[src/rtl/exec_unit_pipe_if.sv]
// rtl/exec_unit_pipe_if.sv - uop issue and result handshake bundle for exec_unit_pipe
// master is the issuing/write-back side, slave is the execution unit.
interface exec_unit_pipe_if #(
   parameter int DATA_WIDTH = 32,
   parameter int IMM_WIDTH  = 21
);
   logic                  in_valid;
   logic                  in_ready;
   logic [6:0]            instruction_type;
   logic [2:0]            funct3;
   logic [6:0]            funct7;
   logic [IMM_WIDTH-1:0]  immediate;
   logic [DATA_WIDTH-1:0] data_src1;
   logic [DATA_WIDTH-1:0] data_src2;
   logic                  out_valid;
   logic                  out_ready;
   logic [DATA_WIDTH-1:0] Execution_Result;
   logic                  out_illegal;

   modport master (
      output in_valid, instruction_type, funct3, funct7, immediate,
             data_src1, data_src2, out_ready,
      input  in_ready, out_valid, Execution_Result, out_illegal
   );

   modport slave (
      input  in_valid, instruction_type, funct3, funct7, immediate,
             data_src1, data_src2, out_ready,
      output in_ready, out_valid, Execution_Result, out_illegal
   );
endinterface

[src/rtl/exec_unit_pipe.sv]
// rtl/exec_unit_pipe.sv - RV32I integer execute stage with iterative shift-add MUL
// Single-cycle ALU ops complete the cycle after accept; MUL runs one bit per cycle.
module exec_unit_pipe #(
   parameter int DATA_WIDTH = 32,
   parameter int IMM_WIDTH  = 21,
   parameter bit MUL_EN     = 1'b1
) (
   input logic             clk,
   input logic             reset,
   exec_unit_pipe_if.slave io
);
   localparam int SHW = $clog2(DATA_WIDTH);
   localparam int CW  = SHW + 1;

   localparam logic [1:0] ST_IDLE = 2'b00;
   localparam logic [1:0] ST_BUSY = 2'b01;
   localparam logic [1:0] ST_DONE = 2'b10;

   localparam logic [6:0] OPC_OP  = 7'b0110011;
   localparam logic [6:0] OPC_OPI = 7'b0010011;
   localparam logic [6:0] F7_BASE = 7'b0000000;
   localparam logic [6:0] F7_ALT  = 7'b0100000;
   localparam logic [6:0] F7_MUL  = 7'b0000001;

   logic [1:0]            state_q, state_d;
   logic [CW-1:0]         count_q, count_d;
   logic [DATA_WIDTH-1:0] mcand_q, mcand_d;
   logic [DATA_WIDTH-1:0] mplier_q, mplier_d;
   logic [DATA_WIDTH-1:0] acc_q, acc_d;
   logic                  out_valid_q, out_valid_d;
   logic                  illegal_q, illegal_d;
   logic [DATA_WIDTH-1:0] result_q, result_d;

   logic [DATA_WIDTH-1:0] imm_ext;
   logic [DATA_WIDTH-1:0] op_b;
   logic [SHW-1:0]        shamt;
   logic [DATA_WIDTH-1:0] alu_res;
   logic [DATA_WIDTH-1:0] acc_sum;
   logic                  is_op, is_opi, is_mul, legal;
   logic                  out_free, accept, last_iter;

   generate
      if (IMM_WIDTH >= DATA_WIDTH) begin : g_imm_trunc
         assign imm_ext = io.immediate[DATA_WIDTH-1:0];
      end else begin : g_imm_sext
         assign imm_ext = {{(DATA_WIDTH-IMM_WIDTH){io.immediate[IMM_WIDTH-1]}}, io.immediate};
      end
   endgenerate

   assign is_op    = (io.instruction_type == OPC_OP);
   assign is_opi   = (io.instruction_type == OPC_OPI);
   assign op_b     = is_opi ? imm_ext : io.data_src2;
   assign shamt    = op_b[SHW-1:0];
   assign out_free = !out_valid_q || io.out_ready;
   assign io.in_ready = reset && (state_q == ST_IDLE) && out_free;
   assign accept   = io.in_valid && io.in_ready;
   assign acc_sum  = acc_q + (mplier_q[0] ? mcand_q : '0);
   assign last_iter = (count_q == CW'(DATA_WIDTH - 1));

   // OP-IMM funct7 carries immediate bits, so only the shift forms constrain it.
   always_comb begin
      legal  = 1'b0;
      is_mul = 1'b0;
      if (is_op) begin
         case (io.funct7)
            F7_BASE: legal = 1'b1;
            F7_ALT:  legal = (io.funct3 == 3'b000) || (io.funct3 == 3'b101);
            F7_MUL: begin
               is_mul = MUL_EN && (io.funct3 == 3'b000);
               legal  = is_mul;
            end
            default: legal = 1'b0;
         endcase
      end else if (is_opi) begin
         case (io.funct3)
            3'b001:  legal = (io.funct7 == F7_BASE);
            3'b101:  legal = (io.funct7 == F7_BASE) || (io.funct7 == F7_ALT);
            default: legal = 1'b1;
         endcase
      end
   end

   always_comb begin
      alu_res = '0;
      case (io.funct3)
         3'b000: alu_res = (is_op && io.funct7[5]) ? (io.data_src1 - op_b)
                                                   : (io.data_src1 + op_b);
         3'b001: alu_res = io.data_src1 << shamt;
         3'b010: alu_res = {{(DATA_WIDTH-1){1'b0}}, ($signed(io.data_src1) < $signed(op_b))};
         3'b011: alu_res = {{(DATA_WIDTH-1){1'b0}}, (io.data_src1 < op_b)};
         3'b100: alu_res = io.data_src1 ^ op_b;
         3'b101: alu_res = io.funct7[5] ? DATA_WIDTH'($signed(io.data_src1) >>> shamt)
                                        : (io.data_src1 >> shamt);
         3'b110: alu_res = io.data_src1 | op_b;
         3'b111: alu_res = io.data_src1 & op_b;
         default: alu_res = '0;
      endcase
   end

   always_comb begin
      state_d     = state_q;
      count_d     = count_q;
      mcand_d     = mcand_q;
      mplier_d    = mplier_q;
      acc_d       = acc_q;
      out_valid_d = out_valid_q && !io.out_ready;
      result_d    = result_q;
      illegal_d   = illegal_q;
      case (state_q)
         ST_IDLE: begin
            if (accept) begin
               if (is_mul) begin
                  mcand_d  = io.data_src1;
                  mplier_d = io.data_src2;
                  acc_d    = '0;
                  count_d  = '0;
                  state_d  = ST_BUSY;
               end else begin
                  out_valid_d = 1'b1;
                  result_d    = legal ? alu_res : '0;
                  illegal_d   = !legal;
               end
            end
         end
         ST_BUSY: begin
            acc_d    = acc_sum;
            mcand_d  = mcand_q << 1;
            mplier_d = mplier_q >> 1;
            count_d  = count_q + CW'(1);
            // The final iteration's sum goes straight to the output when it is free.
            if (last_iter) begin
               if (out_free) begin
                  out_valid_d = 1'b1;
                  result_d    = acc_sum;
                  illegal_d   = 1'b0;
                  state_d     = ST_IDLE;
               end else begin
                  state_d = ST_DONE;
               end
            end
         end
         ST_DONE: begin
            if (out_free) begin
               out_valid_d = 1'b1;
               result_d    = acc_q;
               illegal_d   = 1'b0;
               state_d     = ST_IDLE;
            end
         end
         default: state_d = ST_IDLE;
      endcase
   end

   always_ff @(posedge clk) begin
      if (!reset) begin
         state_q     <= ST_IDLE;
         count_q     <= '0;
         mcand_q     <= '0;
         mplier_q    <= '0;
         acc_q       <= '0;
         out_valid_q <= 1'b0;
         result_q    <= '0;
         illegal_q   <= 1'b0;
      end else begin
         state_q     <= state_d;
         count_q     <= count_d;
         mcand_q     <= mcand_d;
         mplier_q    <= mplier_d;
         acc_q       <= acc_d;
         out_valid_q <= out_valid_d;
         result_q    <= result_d;
         illegal_q   <= illegal_d;
      end
   end

   assign io.out_valid        = out_valid_q;
   assign io.Execution_Result = result_q;
   assign io.out_illegal      = illegal_q;
endmodule

[src/flat_wrapper.sv]
// flat-port wrapper written by rule: the top's interface ports become plain ports
module exec_unit_pipe_flat 
#(
   parameter int DATA_WIDTH = 32,
   parameter int IMM_WIDTH  = 21,
   parameter bit MUL_EN     = 1'b1
)
  (clk, reset, io_in_valid, io_instruction_type, io_funct3, io_funct7, io_immediate, io_data_src1, io_data_src2, io_out_ready, io_in_ready, io_out_valid, io_Execution_Result, io_out_illegal);
  exec_unit_pipe_if #(.DATA_WIDTH(DATA_WIDTH), .IMM_WIDTH(IMM_WIDTH)) io_i ();
  input logic clk;
  input logic reset;
  input wire logic [$bits(io_i.in_valid)-1:0] io_in_valid;
  input wire logic [$bits(io_i.instruction_type)-1:0] io_instruction_type;
  input wire logic [$bits(io_i.funct3)-1:0] io_funct3;
  input wire logic [$bits(io_i.funct7)-1:0] io_funct7;
  input wire logic [$bits(io_i.immediate)-1:0] io_immediate;
  input wire logic [$bits(io_i.data_src1)-1:0] io_data_src1;
  input wire logic [$bits(io_i.data_src2)-1:0] io_data_src2;
  input wire logic [$bits(io_i.out_ready)-1:0] io_out_ready;
  output wire logic [$bits(io_i.in_ready)-1:0] io_in_ready;
  output wire logic [$bits(io_i.out_valid)-1:0] io_out_valid;
  output wire logic [$bits(io_i.Execution_Result)-1:0] io_Execution_Result;
  output wire logic [$bits(io_i.out_illegal)-1:0] io_out_illegal;
  assign io_i.in_valid = io_in_valid;
  assign io_i.instruction_type = io_instruction_type;
  assign io_i.funct3 = io_funct3;
  assign io_i.funct7 = io_funct7;
  assign io_i.immediate = io_immediate;
  assign io_i.data_src1 = io_data_src1;
  assign io_i.data_src2 = io_data_src2;
  assign io_i.out_ready = io_out_ready;
  assign io_in_ready = io_i.in_ready;
  assign io_out_valid = io_i.out_valid;
  assign io_Execution_Result = io_i.Execution_Result;
  assign io_out_illegal = io_i.out_illegal;
  exec_unit_pipe #(.DATA_WIDTH(DATA_WIDTH), .IMM_WIDTH(IMM_WIDTH), .MUL_EN(MUL_EN)) u_core (.clk(clk), .reset(reset), .io(io_i));
endmodule
[config.mk]
export PLATFORM = sky130hd
export DESIGN_NAME = exec_unit_pipe_flat
export DESIGN_NICKNAME = d
export VERILOG_FILES = /design/src/rtl/exec_unit_pipe_if.sv /design/src/rtl/exec_unit_pipe.sv /design/src/flat_wrapper.sv
export SDC_FILE = /design/constraint.sdc
export NUM_CORES = 1
export LEC_CHECK = 0
export CELL_PAD_IN_SITES_DETAIL_PLACEMENT = 2
export CELL_PAD_IN_SITES_GLOBAL_PLACEMENT = 2
export CORE_MARGIN = 2
export CORE_UTILIZATION = 31
export CTS_BUF_LIST = sky130_fd_sc_hd__clkbuf_8
export CTS_CLUSTER_DIAMETER = 80
export DETAILED_ROUTE_END_ITERATION = 8
export PLACE_DENSITY_LB_ADDON = 0.1
export SLEW_MARGIN = 20
export SYNTH_ARGS = -nofsm -noshare
export SYNTH_HDL_FRONTEND = slang
export SYNTH_SLANG_ARGS = --single-unit
[constraint.sdc]
create_clock -name clk -period 5.1 [get_ports clk]
set_clock_uncertainty 0.05 [all_clocks]
set_input_delay 1.02 -clock clk [delete_from_list [all_inputs] [get_ports clk]]
set_output_delay 1.02 -clock clk [all_outputs]
set_load 0.01 [all_outputs]
==> reports/qor.txt <==
Max clock buf depth = 2
Synth cell types = 96
commonest cells in the netlist = nor2_1, o21ai_0, a21oi_1
met3 WL post-DR = 6580 microns
Data required, critical path = 5.53 ns
EDFF count, synth = 0
total grt overflow = 0
Leak = 9.31 nW
Mapped Cells = 2,509
fin worst setup slack = 0.0571 ns
Max Slew Vio Count = 0
# IOs = 141
Max-Cap Viols = 0
number of vias in the routed layout = 22,721
M1 WL = 47,500 microns
setup slack, reg-to-reg = 0.41 ns
WL/cell = 30.9 microns
final WL = 114,000 microns
RSZ-0062 raised after global routing = true
Core Area = 55,200 sq um
Initial Util = 0.314
power density cells = 171 nW/um^2
top post-synthesis cells by area = dfxtp_1, ha_1, o21ai_0
Crit Path Max Fanout = 3
number of antenna violations at the first check in global routing = 3
worst slew pin tran = 1.04 ns
Setup CP Type = input port to register
Root Buffer = clkbuf_8
Min-Delay Endpoint = u_core.acc_q[9]
width of the die = 241 microns
Port Buf Inserts = 140
final non-filler cell area = 23,000 sq um
Max Used Layer = met4
final period utilization = 0.989
detailed placer's ending HPWL = 93,800 microns
WP data arrival = 5.48 ns
std cell rows = 86
Hold Path Stages = 2
drt pass-1 iters = 5
Post-CTS Hold Buffers = 0
share of cells above drive strength 1 = 0.200
CTS sink count = 138
leading area contributor after synthesis = dfxtp_1
clock insertion delay at the later pin of the skew report = 0.54 ns
largest net degree at the start of global routing = 80
Avg Cell Area, Syn = 6.91 sq um
Worst R2R End = u_core.io.Execution_Result[26]
Register-to-Register Path Depth = 13
clock-pin slew on the worst setup and hold paths = 0.10 ns
status = finished, final reports clean
Place WS = -0.773 ns
Relative slew margins = 0.304
Num CTS Buffers = 17
dpl cell area = 22,500 sq um
utilization after layout = 0.417
Total GRT Usage = 0.388
Post-Synthesis Cell Area = 17,300 sq um
YS warnings = 0
Final Hold Fails = 0
top-area cell type share of the netlist area = 0.159
RD Place Congestion = 1.04
Critical R2R Launch = u_core.mplier_q[0]
H-tree depth = 4
worst vdd ir = 170 uV
HP Class = register to register
fillcell total = 6,585
fraction of registers with async set/reset = 0
hold path start = u_core.acc_q[9]
Final #Nets = 3,171
count of final setup violators = 0
CTS tree = done
post-synthesis sequential area ratio = 0.159
first-pass GRT wire length = 164,000 microns
post-layout min period = 5.04 ns
metal2 WL = 53,200 microns
f_max = 198 MHz
number of synthesized register bits = 138
number of global-route vias before repair = 24,145
antenna-violating nets left = 0
P&R area growth vs syn = 32.7%
DR vias/cell = 6.14
Iteration-0 DRC Markers = 1,721
Worst setup startpoint = io_instruction_type[5]
ys flop type = dfxtp_1
DRC viols = 0
die span in y = 241 microns
CP startpoint kind = input port
critical path endpoint category = register
count leader, synth = nor2_1
Die ar. = 57,800 sq um
net count after synthesis = 2,743
==> what timing repair did <==
item / CTS / global route
pin swaps: 10 / 5
endpoints found under the setup margin: 2 / 8
gates cloned: 0 / 0
resized for setup: 12 / 12
buffers inserted: 2 / 2
==> metal layers <==
metal,vias up,GRT usage
met1,11511,0.479
met5,-,0
met2,818,0.647
met4,0,0.216
met3,242,0.0577
li1,10150,-
==> critical path: stages <==
cell	delay, ns
clkdlybuf4s50_1	0.40
buf_4	0.18
nand3b_1	0.20
buf_4	0.17
o21ai_4	0.16
nand2_2	0.11
ha_4	0.18
fa_2	0.41
a211o_1	0.33
a2111oi_4	0.45
nor2_2	0.11
o21ai_2	0.16
buf_4	0.16
a211oi_2	0.08
o32ai_2	0.25
buf_4	0.17
o31ai_2	0.07
a2111o_1	0.42
a2111oi_2	0.29
nand3b_1	0.15
==> power breakdown <==
group	leakage [nW]	internal [mW]	switching, mW	total [mW]
Clock	0.183	0.353	0.593	0.945
Combinational	8.01	0.755	1.13	1.89
Sequential	1.12	1.09	0.0170	1.11
Total	9.31	2.20	1.74	3.95
==> kinds of logic (layout without fill, tap and decap cells) <==
kind of cell | after synthesis | count (layout) | share of synthesized area
muxes | 109 | 109 | 0.0676
and+or+nand+nor | 799 | 799 | 0.213
other | 0 | 1 | 0
adders and majority gates | 128 | 128 | 0.0932
AOI/OAI and AO/OA | 973 | 973 | 0.368
xor gates and xnor gates | 56 | 56 | 0.0283
DFF | 138 | 138 | 0.159
buffers and inverters | 306 | 747 | 0.0706
==> registers in the layout, indices dropped and copies added, names as in the netlist <==
signal / count
u_core.io.out_illegal: 1
u_core.mcand_q: 32
u_core.io.out_valid: 1
u_core.mplier_q: 32
u_core.count_q: 6
u_core.state_q: 2
u_core.io.Execution_Result: 32
u_core.acc_q: 32
==> cell usage in the layout (no fill, tap or decap), types with 16 or more instances in the layout <==
master and n:
a211oi_1 83, a21o_1 38, a21oi_1 211, a221oi_1 22, a22oi_1 27, a311oi_1 17
a31oi_1 41, and2_1 45, and3_1 18, buf_4 449, clkbuf_8 17, clkdlybuf4s50_1 135
dfxtp_1 138, ha_1 122, inv_1 109, mux2_2 25, mux2i_1 79, nand2_1 203
nand2b_1 19, nand3_1 126, nand4_1 21, nor2_1 247, nor3_1 53, o211ai_1 75
o21a_1 22, o21ai_0 242, o21bai_1 21, o31ai_1 16, xnor2_1 40, xor2_1 16
==> metrics by stage <==
step | instances | hold slack, ns | total power [mW] | TNS (ns)
final | 3699 | 0.439 | 3.95 | 0
after global routing | 3699 | 0.473 | 4.07 | -0.236
after CTS | 3696 | 0.444 | 3.90 | 0
after detailed placement | 3662 | 0.431 | 2.95 | -10.33
after global placement | 3662 | 0.412 | 2.91 | -6.10
after floorplan | 2509 | 0.399 | 1.93 | -0.197
==> worst max-delay path by stage <==
stage	to	slack, ns
finish	u_core.io.Execution_Result[30]	0.06
global route	u_core.io.Execution_Result[30]	-0.11
global placement	u_core.io.Execution_Result[30]	-0.65
floorplan	u_core.io.Execution_Result[30]	-0.20
CTS	u_core.io.Execution_Result[30]	0.03
detailed placement	u_core.io.Execution_Result[30]	-0.77
==> final cells by class <==
class	instances	area, sq um	area share
multi-input cells	2065	13500	0.589
well taps	748	936	0.0407
clock inverters	15	126	0.00549
clock buffers	17	234	0.0102
inverters	116	442	0.0192
repair buffers	599	4960	0.216
diodes	1	2.50	0.000109
flip-flops and latches	138	2760	0.120
(Power assumes the default switching activity.)
